===== config.mk =====
export PLATFORM = sky130hd
export DESIGN_NAME = vliw_fetch
export DESIGN_NICKNAME = d
export VERILOG_FILES = /design/src/rtl/vliw_pkg.sv /design/src/rtl/fetch_buffer.sv /design/src/rtl/vliw_fetch.sv
export SDC_FILE = /design/constraint.sdc
export NUM_CORES = 1
export LEC_CHECK = 0
export BUFFER_PORTS_ARGS = -buffer_cell sky130_fd_sc_hd__buf_2
export CAP_MARGIN = 20
export CORE_ASPECT_RATIO = 0.9
export CORE_MARGIN = 2
export CORE_UTILIZATION = 55
export CTS_BUF_LIST = sky130_fd_sc_hd__clkbuf_4
export DETAILED_ROUTE_END_ITERATION = 12
export GPL_ROUTABILITY_DRIVEN = 1
export HOLD_SLACK_MARGIN = 0.15
export PLACE_DENSITY_LB_ADDON = 0.15
export SLEW_MARGIN = 20
export SYNTH_ARGS = -nofsm -noshare
export SYNTH_HDL_FRONTEND = slang
export SYNTH_HIERARCHICAL = 1
export SYNTH_SLANG_ARGS = --single-unit

===== constraint.sdc =====
create_clock -name clk -period 24.3 [get_ports clk]
set_input_delay 2.43 -clock clk [delete_from_list [all_inputs] [get_ports clk]]
set_output_delay 2.43 -clock clk [all_outputs]
set_load 0.1 [all_outputs]

===== src/rtl/vliw_pkg.sv =====
// vliw_pkg: shared widths, NOP encoding and fetch FSM states for the VLIW front end
package vliw_pkg;
  localparam int INST_W = 32;
  localparam logic [INST_W-1:0] NOP_INST = 32'h0000_0000;
  typedef enum logic [1:0] {IDLE, REQ, WAIT, DROP} fetch_state_t;
endpackage


===== src/rtl/fetch_buffer.sv =====
// fetch_buffer: DEPTH-entry FIFO of {bundle, pc}; flush wins over push, push allowed when full if popping
module fetch_buffer #(
  parameter int W = 160,
  parameter int DEPTH = 2
) (
  input  logic                   clk,
  input  logic                   rst,
  input  logic                   push,
  input  logic                   pop,
  input  logic                   flush,
  input  logic [W-1:0]           din,
  output logic [W-1:0]           dout,
  output logic [$clog2(DEPTH):0] count,
  output logic                   full,
  output logic                   empty
);
  localparam int AW = $clog2(DEPTH);
  logic [W-1:0] r_mem [DEPTH];
  logic [AW-1:0] r_wr, r_rd;
  logic [AW:0] r_cnt;
  logic w_push, w_pop;
  assign full = r_cnt == (AW+1)'(DEPTH);
  assign empty = r_cnt == '0;
  assign w_pop = pop && !empty;
  assign w_push = push && (!full || w_pop);
  assign count = r_cnt;
  assign dout = r_mem[r_rd];
  always_ff @(posedge clk) begin
    if (w_push && !flush) r_mem[r_wr] <= din;
  end
  always_ff @(posedge clk) begin
    if (rst || flush) begin
      r_wr <= '0;
      r_rd <= '0;
      r_cnt <= '0;
    end else begin
      r_wr <= w_push ? r_wr + 1'b1 : r_wr;
      r_rd <= w_pop ? r_rd + 1'b1 : r_rd;
      r_cnt <= r_cnt + (AW+1)'(w_push) - (AW+1)'(w_pop);
    end
  end
endmodule


===== src/rtl/vliw_fetch.sv =====
// vliw_fetch: bundle PC generation, single-outstanding imem fetch FSM, bundle buffering and redirect squash
module vliw_fetch import vliw_pkg::*; #(
  parameter int          NUM_SLOTS = 4,
  parameter logic [31:0] RESET_PC  = 32'h0,
  parameter int          BUF_DEPTH = 2
) (
  input  logic                        clk,
  input  logic                        rst,
  input  logic                        stall,
  input  logic                        branch_taken,
  input  logic [31:0]                 new_pc,
  output logic                        imem_req,
  output logic [31:0]                 imem_addr,
  input  logic                        imem_gnt,
  input  logic                        imem_rvalid,
  input  logic [NUM_SLOTS*INST_W-1:0] imem_rdata,
  output logic                        bundle_valid,
  output logic [NUM_SLOTS*INST_W-1:0] bundle,
  output logic [31:0]                 bundle_pc
);
  localparam int BW = NUM_SLOTS * INST_W;
  localparam int BB = 4 * NUM_SLOTS;
  localparam int CW = $clog2(BUF_DEPTH) + 1;
  fetch_state_t r_state;
  logic [31:0] r_pc, r_req_pc;
  logic [BW+31:0] w_head;
  logic [CW-1:0] w_count, w_free;
  logic w_full, w_empty, w_push, w_pop;
  // the in-flight request of WAIT already owns a buffer slot
  assign w_free = CW'(BUF_DEPTH) - w_count - CW'(r_state == WAIT);
  assign w_pop = !w_empty && !stall && !branch_taken;
  assign w_push = r_state == WAIT && imem_rvalid && !branch_taken && (!w_full || w_pop);
  fetch_buffer #(.W(BW + 32), .DEPTH(BUF_DEPTH)) u_buf (
    .clk(clk),
    .rst(rst),
    .push(w_push),
    .pop(w_pop),
    .flush(branch_taken),
    .din({imem_rdata, r_req_pc}),
    .dout(w_head),
    .count(w_count),
    .full(w_full),
    .empty(w_empty)
  );
  always_ff @(posedge clk) begin
    if (rst) begin
      r_state <= IDLE;
      r_pc <= RESET_PC;
      r_req_pc <= '0;
    end else if (branch_taken) begin
      r_pc <= new_pc & ~(32'(BB) - 32'd1);
      // a granted request whose data is still to come must be swallowed
      r_state <= ((r_state == REQ && imem_gnt) ||
                  ((r_state == WAIT || r_state == DROP) && !imem_rvalid)) ? DROP : REQ;
    end else begin
      case (r_state)
        IDLE: if (w_free != '0) r_state <= REQ;
        REQ: if (imem_gnt) begin
          r_state <= WAIT;
          r_pc <= r_pc + 32'(BB);
          r_req_pc <= r_pc;
        end
        WAIT: if (imem_rvalid) r_state <= (w_free != '0 || w_pop) ? REQ : IDLE;
        DROP: if (imem_rvalid) r_state <= REQ;
        default: r_state <= IDLE;
      endcase
    end
  end
  assign imem_req = r_state == REQ;
  assign imem_addr = r_pc;
  assign bundle_valid = !w_empty;
  assign bundle = w_empty ? {NUM_SLOTS{NOP_INST}} : w_head[BW+31:32];
  assign bundle_pc = w_empty ? 32'h0 : w_head[31:0];
endmodule


Word level (Yosys, flattened, before mapping)
Memories as Yosys holds them, arrays and structs flattened. A register that Yosys moved wholly into a read port is not among the register bits.
Cells that the tools add are included.

cells by class
  $add $sub $neg = 7
  equality and inequality tests = 8
  multiplexer cells = 17
  bitwise logic cells = 1
  reductions and logical operators = 31

operator list
  cell                   count
  $mux 128               1
  $mux 32                4
  $add 32x5->32 const B  1
  $mux 2                 6
  $logic_and 1x1->1      10
  $ne 3x3->1 const B     3
  $pmux 2 s4             1
  $eq 2x2->1 const B     3
  $logic_or 1x1->1       6
  $reduce_bool 2->1      3
  $logic_not 1->1        5
  $mux 1                 5
  $logic_not 2->1        2
  $reduce_and 2->1       2
  $reduce_and 4->1       1
  $sub 2x1->2            2
  $ne 3x2->1 const B     1
  $reduce_and 3->1       1
  $add 1x1->1 const B    2
  $add 2x1->2            1
  $eq 2x1->1 const B     1
  $reduce_or 2->1        1
  $sub 2x2->2 const A    1
  $not 1->1              1

storage, ports and cells
  register bits after elaboration = 70
  RAM bits = 320
  bits of input ports = 166
  output and inout port bits = 194
  word-level logic and storage cells = 72
  memories kept = 1

memories
  name         depth  bits a word  rd ports  clocked after memory_dff  wr ports  line                source
  u_buf.r_mem  2      160          1         1                         1         fetch_buffer.sv:18  logic [W-1:0] r_mem [DEPTH];

Logic depth before layout (Yosys ltp)
Gate-level depths: netlist (run 1).

  depth after elaboration = 10
  gate-level depth with buffers = 9
  depth with buffers taken out = 7

Modules after synthesis
The synthesis (run 1) kept the hierarchy.

by module, submodules not included
  module        times used  cells each  area each (sq um)  seq. area each (sq um)
  fetch_buffer  1           526         12205.5            9709.3
  vliw_fetch    1           541         3923.8             1161.1

Worst setup path after synthesis (run 1)
No wires, ideal clock.

  kind = input to register
  from = in branch_taken
  to = mem u_buf.r_mem[1][0], enable pin
  library setup time = 0.912 ns
  arrival = 15.196 ns
  required time = 23.388 ns
  setup slack = 8.192 ns
  stages = 7
  buffers on the path = 3
  path through = clkbuf_1 -> inv_1 -> clkbuf_1 -> clkbuf_1 -> and4_1 -> nand2b_2 -> nor3b_1

between the ends
  word-level cells in the longest chain between the ends = 8
  elaborated cells between the ends (all ways) = 11
  classes of those cells = 2 x mux; 9 x reduce/logical

RTL lines
  element                         line                                source
  start: declaration              vliw_fetch.sv:10                    input logic branch_taken,
  $logic_not 1->1 *               vliw_fetch.sv:31, vliw_fetch.sv:32
  $logic_and 1x1->1               vliw_fetch.sv:31                    assign w_pop = !w_empty && !stall && !branch_taken;
  $logic_or 1x1->1                vliw_fetch.sv:32                    assign w_push = r_state == WAIT && imem_rvalid && !branch_taken && (!w_full || w_pop);
  $logic_and 1x1->1 *             vliw_fetch.sv:32
  via w_push                      vliw_fetch.sv:28                    logic w_full, w_empty, w_push, w_pop;
  $logic_and 1x1->1 *             fetch_buffer.sv:25                  assign w_push = push && (!full || w_pop);
  $logic_and 1x1->1 *             fetch_buffer.sv:29                  if (w_push && !flush) r_mem[r_wr] <= din;
  $mux 1 *                        fetch_buffer.sv:29
  $mux 1 (not written as such) *  fetch_buffer.sv:29
  end: declaration                fetch_buffer.sv:18

Mark *: on every way through the listed nets, which the timed path passes. The rest lies on a longest branch.

Final worst setup path (run 1)
  from = reg u_buf.r_cnt[1] (netlist: u_buf/count[1])
  to = out bundle_pc[4]

between the ends
  word-level cells in the longest chain between the ends = 2

RTL lines
  element                   line                source
  start: declaration        fetch_buffer.sv:20  logic [AW:0] r_cnt;
  start signal: assignment  fetch_buffer.sv:39  r_cnt <= r_cnt + (AW+1)'(w_push) - (AW+1)'(w_pop);
  $logic_not 2->1           fetch_buffer.sv:23  assign empty = r_cnt == '0;
  via w_empty               vliw_fetch.sv:28
  $mux 32                   vliw_fetch.sv:73    assign bundle_pc = w_empty ? 32'h0 : w_head[31:0];
  end: declaration          vliw_fetch.sv:19    output logic [31:0] bundle_pc

The timed path passes the listed nets, and every way through them passes these cells.

==> summary.txt, run 1 <==
Die
  – DIE AREA: 30710 um^2
  – Die width: 184.5 um
  – Rows: 59
  – Initial core utilization: 0.5588
  – Die Y: 166.5 um
  – Ports: 360
  – Core Box Area: 28860 um^2

Power
  – NetSw: 0.3011 mW
  – Peak VDD IR: 38.04 uV
  – Leak Pwr: 7.536 nW
  – P_int: 1.020 mW
  – Seq pwr share: 0.547
  – Sw Share: 0.2278
  – Combinational share of power: 0.054
  – Clock Power Share: 0.399
  – Pwr dens: 68.17 nW/um^2

Synth
  – FFs w/ async S/R, synth: 0
  – Syn avg cell area: 15.12 um^2
  – Synthesized area: 16130 um^2
  – Xor/xnor share of the synthesized area: 0.005973
  – Synth Area in Adders: 0.001551
  – Post-synth top flop: edfxtp_1
  – Largest family of logic cells by synthesized area: multiplexers
  – Number of synthesized flops with an enable pin: 320
  – Number of distinct library cells after synthesis: 48
  – Compound-Gate Fraction of Synth Area: 0.03413
  – Post-Synth Simple-Gate Area: 0.1220
  – Yosys reg bits: 383
  – Sequential area share after synthesis: 0.6740
  – Multiplexer area fraction after synthesis: 0.1369
  – Mapped Cells: 1067
  – Synth warn: 6

Detailed routing
  – DR vias/cell: 5.142
  – Drt total wl: 33.31 mm
  – Vias post-DR: 9945
  – Antenna Nets Post-Route: 0
  – Drt first pass iters: 4
  – Starting DRC count in detailed routing: 655
  – DRC viols: 0
  – Routed wire per std cell: 17.22 um

Layout
  – Final net count: 1638
  – Synth-to-layout area growth: 20.20%
  – Area occupied by multi-input gates: 4918 um^2
  – Final instance area: 19390 um^2
  – # fillers: 2176
  – Share of cells above drive strength 1: 0.4417
  – FF+latch area: 10870 um^2

Timing
  – Max-slew violation count: 0
  – RSZ-0062 raised after global routing: false
  – Final Hold Viols: 0
  – Slew HR: 0.3341
  – Final setup violating endpoints: 0
  – Worst Skew: 57.56 ps
  – Slew @ Worst Pin: 998.9 ps
  – Crit share post-route: 0.2480
  – Final WS setup: 18270 ps
  – Min Tclk post-route: 6026 ps
  – Setup tns final: 0 ps
  – Achievable frequency: 166.0 MHz

Global routing
  – Vias in the first global route: 9882
  – Largest net degree at the start of global routing: 153
  – Gr ovfl total: 0
  – All-Layer GR Usage: 0.2118
  – First-pass GRT wire length: 50.88 mm
  – Initial antenna violation count: 7

Setup path
  – Critical path origin: u_buf/count[1]
  – CP startpoint kind: flip-flop
  – Worst Reg-to-Reg Cells: 6
  – Crit Path Max Fanout: 86
  – RR Startpoint: u_buf/count[1]
  – Crit path DAT: 3600 ps
  – Endpoint class of the critical path: output port
  – WP data required: 21870 ps
  – Worst Setup Path Type: flip-flop to output port

Run
  – Max-Cap Viols: 0

Clock tree
  – CTS clk-pin slew, worst paths: 70 ps
  – CTS resizes: 0
  – Post-CTS setup repair buffer count: 0
  – Worst skew pair latency: 700 ps
  – Hold buffers post-CTS: 0
  – Clk sinks: 383
  – Clk Tree Root Cell: clkbuf_4
  – CTS buffer count: 96
  – Clock tree buffer depth: 3
  – H-tree levels: 3
  – CTS tree: yes

Min path
  – Hold WC Path Type: flip-flop to flip-flop
  – Hold Startpoint: r_req_pc[7]
  – Hold Path Stages: 0

Run status
  – Status: finished, final reports clean

Place
  – Port buffer count: 351
  – DP Worst Slack: 18850 ps
  – Routability Congestion: 0.8503
  – Post-DP HPWL: 20.79 mm
  – Post-DP Area: 18170 um^2
-- worst paths after layout --
kind                              to  slack [ps]
setup / recovery        bundle_pc[4]       18270
hold / removal     u_buf/r_mem[1][7]         450
setup reg to reg  u_buf/r_mem[1][24]       20880
hold reg to reg    u_buf/r_mem[1][7]         450
-- metal layers --
metal  up-vias  wire length (um)  global-route usage
li1       4784                 -                   -
met1      4724             13580              0.2617
met2       367             16310              0.3544
met3        62              2697             0.06079
met4         8               676             0.07861
met5         -                43                   0
-- state kept, by name (all words and copies together) (netlist names), named ones only --
| register | flops |
|---|---|
| r_req_pc | 28 |
| imem_addr | 28 |
| u_buf/r_mem | 320 |
| r_state | 2 |
| u_buf/r_wr | 1 |
| u_buf/count | 2 |
| u_buf/r_rd | 1 |
-- cell usage in the layout, fill, tap and decap left out, types with 12 or more instances in the layout --
cell type    n
mux2_2      61
a21oi_1     33
conb_1      12
clkinv_1    15
dfxtp_1     62
nor2_1      30
nor2b_1    163
nand2_1     76
edfxtp_1   320
buf_2      351
clkbuf_4   142
mux2_4     100
-- metrics by stage --
| step | instances | power, mW | hold slack, ps | util |
|---|---|---|---|---|
| 2_1_floorplan | 1078 | 0.7835 | 425.4 | - |
| 4_1_cts | 1931 | 1.337 | 448.9 | 0.6712 |
| 3_5_place_dp | 1768 | 0.8077 | 439.9 | 0.6294 |
| 5_1_grt | 1934 | 1.377 | 468.8 | 0.6717 |
| 3_3_place_gp | 1768 | 0.8058 | 430.2 | 0.6294 |
| 6_report | 1934 | 1.322 | 451.6 | 0.6717 |
-- cells in the mapped netlist, drive strengths merged (8+ instances only) --
| cell type | number | area, um^2 |
|---|---|---|
| a211oi | 8 | 60.06 |
| a21oi | 33 | 165.2 |
| a311oi | 11 | 96.34 |
| buf | 29 | 234.0 |
| clkbuf | 37 | 138.9 |
| dfxtp | 63 | 1261 |
| edfxtp | 320 | 9609 |
| inv | 9 | 33.78 |
| mux2 | 161 | 2188 |
| nand2 | 76 | 285.3 |
| nand3 | 10 | 50.05 |
| nand4 | 11 | 98.84 |
| nor2 | 32 | 120.1 |
| nor2b | 163 | 1020 |
| nor3 | 8 | 40.04 |
| o21ai | 8 | 40.04 |
| o31ai | 9 | 67.56 |
| or4 | 10 | 75.07 |
| xnor2 | 8 | 70.07 |
-- final cells by class --
| type | count | area share |
|---|---|---|
| Multi-Input combinational cell | 620 | 0.2537 |
| Sequential cell | 383 | 0.5609 |
| Timing Repair Buffer | 360 | 0.09539 |
| Antenna cell | 3 | 0.0003872 |
| Inverter | 9 | 0.001743 |
| Tap cell | 396 | 0.02556 |
| Clock inverter | 21 | 0.007357 |
| Clock buffer | 142 | 0.05499 |
-- cell families after synthesis --
kind of cell,count (synthesis)
buffers and inverters,75
adders and majority gates,2
other,1
and+or+nand+nor,348
AOI/OAI and AO/OA,84
xor gates and xnor gates,11
DFF,383
muxes,163
-- worst max-delay path, cell delays in order (launching register included) --
cell and delay [ps]:
dfxtp_1 390, nor2_4 500, buf_4 630, buf_4 810
nor2b_1 110, buf_2 340
-- power groups by stage --
| stage | logic, mW | registers (mW) | clock network, mW |
|---|---|---|---|
| 2_1_floorplan | 0.0266 | 0.757 | 0 |
| 3_3_place_gp | 0.0690 | 0.737 | 0 |
| 3_5_place_dp | 0.0709 | 0.737 | 0 |
| 4_1_cts | 0.0710 | 0.723 | 0.543 |
| 5_1_grt | 0.0754 | 0.723 | 0.578 |
| 6_report | 0.0710 | 0.723 | 0.528 |
(Power assumes the default switching activity.)
==> run 2, diff against run 1 <==
ABC_AREA = 1   (was not set)
CORE_UTILIZATION = 51   (was 55)
clock period = 5.4 ns   (was 24.3 ns; I/O delays follow)
==> run 2 against run 1 <==
Synthesized cell count grew 24%. Flip-flop and latch count unchanged. Final area increased by 11%. Combinational power grew to 6.4 times the previous value. Sequential power rose to 4.5 times the previous value. Critical path type unchanged.
==> summary.txt, run 2 <==
Run status
  – Status: finished, final reports clean

Die
  – Rows: 62
  – Ports: 360
  – Core Box Area: 31960 um^2
  – DIE AREA: 33900 um^2
  – Initial core utilization: 0.5177
  – Die Y: 174.9 um
  – Die width: 193.9 um

Setup path
  – Crit Path Max Fanout: 68
  – Slowest CP cell: buf_4
  – Worst Reg-to-Reg Cells: 9
  – RR Startpoint: u_buf/count[0]
  – Worst Setup Path Type: flip-flop to output port
  – Crit path DAT: 3010 ps
  – Worst path max stage delay: 720 ps
  – Endpoint class of the critical path: output port
  – Reg-to-reg slack, setup: 2690 ps
  – FF-to-FF End: u_buf/r_mem[1][133]
  – WP data required: 4860 ps
  – Critical-path cell list: nor2_4 -> buf_4 -> nor2_1 -> buf_2
  – CP startpoint kind: flip-flop

Power
  – Leak Pwr: 9.387 nW
  – Seq pwr share: 0.521
  – Clock Power Share: 0.407
  – P_int: 4.806 mW
  – NetSw: 1.456 mW
  – Combinational share of power: 0.073
  – Pwr Total: 6.262 mW
  – Peak VDD IR: 197.9 uV
  – Pwr dens: 290.9 nW/um^2
  – Sw Share: 0.2326

Timing
  – Crit share post-route: 0.6574
  – Slew @ Worst Pin: 925.8 ps
  – Final setup violating endpoints: 0
  – Max-slew violation count: 0
  – Worst Skew: 40.49 ps
  – Slew HR: 0.3828
  – Min Tclk post-route: 3550 ps
  – Final Hold Viols: 0
  – Setup tns final: 0 ps
  – RSZ-0062 raised after global routing: false
  – Achievable frequency: 281.7 MHz

Place
  – Port buffer count: 351
  – DP Cell Count: 2053
  – Post-DP HPWL: 23.66 mm
  – Routability Congestion: 0.8646
  – Post-DP Area: 18660 um^2

Layout
  – # fillers: 2481
  – Cell Count, Final, Fillers Out: 2386
  – Share of cells above drive strength 1: 0.3621
  – Final core utilization: 0.6734
  – Final net count: 2057
  – Area occupied by multi-input gates: 4541 um^2
  – Final instance area: 21520 um^2
  – Max FFs per register: 320
  – Commonest non-fill, non-tap cells in the layout: buf_2 (351), edfxtp_1 (320), nor2_1 (224)
  – Commonest non-fill, non-tap cell in the layout: buf_2
  – Largest Register: u_buf/r_mem
  – Synth-to-layout area growth: 30.07%
  – FF+latch area: 10880 um^2

Global routing
  – First-pass GRT wire length: 59.67 mm
  – Initial antenna violation count: 1
  – Vias in the first global route: 11600
  – Gr ovfl total: 0
  – Largest net degree at the start of global routing: 99
  – All-Layer GR Usage: 0.2221

Synth
  – Most instantiated library cell after synthesis: edfxtp_1
  – Number of synthesized flops with an enable pin: 320
  – Mapped Cells: 1324
  – Sequential area share after synthesis: 0.6569
  – Synth top area share: 0.5807
  – Post-synth top flop: edfxtp_1
  – Yosys reg bits: 383
  – Post-synth top cells: edfxtp_1 (320), nor2_1 (225), inv_1 (214), nand2_1 (112), mux2_4 (100)
  – Ranking of synthesized cells by area: edfxtp_1 (58%), mux2_4 (9.1%), dfxtp_1 (7.6%), nor2_1 (5.1%), inv_1 (4.9%)
  – Number of distinct library cells after synthesis: 40
  – Synth warn: 6
  – Synthesized area: 16550 um^2
  – Syn avg cell area: 12.50 um^2
  – Cell taking the most area after synthesis: edfxtp_1
  – FFs w/ async S/R, synth: 0

Detailed routing
  – Drt first pass iters: 5
  – Starting DRC count in detailed routing: 510
  – Vias post-DR: 11440
  – DR vias/cell: 4.793
  – Drt total wl: 38.44 mm
  – Antenna Nets Post-Route: 0
  – DRC viols: 0
  – Routed wire per std cell: 16.11 um

Min path
  – Hold Path Stages: 5
  – Hold WC Path Type: input port to flip-flop
  – Hold Startpoint: new_pc[29]
  – Hold Crit Endpoint: imem_addr[29]

Clock tree
  – H-tree levels: 3
  – Post-CTS setup repair buffer count: 0
  – CTS clk-pin slew, worst paths: 60 ps
  – Clock tree buffer depth: 3
  – Clk Tree Root Cell: clkbuf_4
  – CTS tree: yes
  – Clk sinks: 383
  – Worst skew pair latency: 720 ps
  – CTS buffer count: 96

Run
  – Max-Cap Viols: 0
-- run 2: cell count changes in the layout (fill, tap and decap cells not counted), sizes merged, moves of 21 or more --
| cell | change |
|---|---|
| nand2 | +40 |
| nor2 | +203 |
| dlygate4sd3 | +154 |
| nand3 | +29 |
| nor2b | -163 |
| inv | +210 |
| o21ai | +21 |
-- run 2: power groups by stage --
stage,Sequential [mW],Clock (mW),Combinational (mW)
floorplan,3.41,0,0.157
finish,3.26,2.55,0.456
global placement,3.32,0,0.353
global route,3.26,2.77,0.486
detailed placement,3.32,0,0.361
CTS,3.26,2.62,0.454
-- run 2: timing repair --
action,4_1_cts,5_1_grt
endpoints found under the hold margin,282,0
hold buffers,154,0
resized for setup,0,0
endpoints found under the setup margin,0,0
-- run 2: final cells by class --
class / instances / area share
timing repair buffer: 514 / 0.1593
clock buffer: 151 / 0.05267
tap: 416 / 0.02418
sequential: 383 / 0.5056
inverter: 219 / 0.03860
multi-input combinational: 675 / 0.2110
clock inverter: 27 / 0.008604
antenna: 1 / 0.0001163
-- run 2: worst max path at each step --
stage	slack [ps]	cells after the start	endpoint	from
CTS	1750	4	bundle[82]	u_buf/count[0]
finish	1850	4	bundle[83]	u_buf/count[0]
global route	1650	4	bundle[101]	u_buf/count[0]
floorplan	-190	7	u_buf/r_mem[0][0]	u_buf/count[1]
detailed placement	2500	8	u_buf/r_mem[1][44]	branch_taken
global placement	2490	8	u_buf/r_mem[1][135]	branch_taken
-- run 2: per-layer routing --
layer,global-route usage,part of all wire,vias to the layer above
li1,-,-,5618
met5,0,0,-
met1,0.2743,0.42,5379
met3,0.06273,0.069,72
met4,0.07386,0.023,0
met2,0.3783,0.49,367
-- run 2: through the flow --
stage	setup WS (ps)	hold WS [ps]
after floorplan	-185.3	420.3
after global placement	2487	424.0
after detailed placement	2498	431.3
after CTS	1752	152.0
after global routing	1653	200.9
final	1850	226.9
-- run 2: cell families (layout without fill, tap and decap cells) --
| logic type | count (synthesis) | in the layout | synth area share |
|---|---|---|---|
| other | 1 | 13 | 0.0002266 |
| AO/OA/AOI/OAI | 84 | 84 | 0.02888 |
| multiplexers | 160 | 160 | 0.1316 |
| flip-flops | 383 | 383 | 0.6569 |
| XOR/XNOR | 2 | 2 | 0.001059 |
| buffers and inverters | 277 | 911 | 0.07380 |
| adder cells (fa/ha/maj) | 2 | 2 | 0.001512 |
| AND/OR/NAND/NOR | 415 | 415 | 0.1060 |
-- run 2: worst max-delay path: cells and delay by family, from the launching register on --
kind          cells  cell delay [ps]
buf+inv           2             1060
simple gates      2              830
flops             1              370
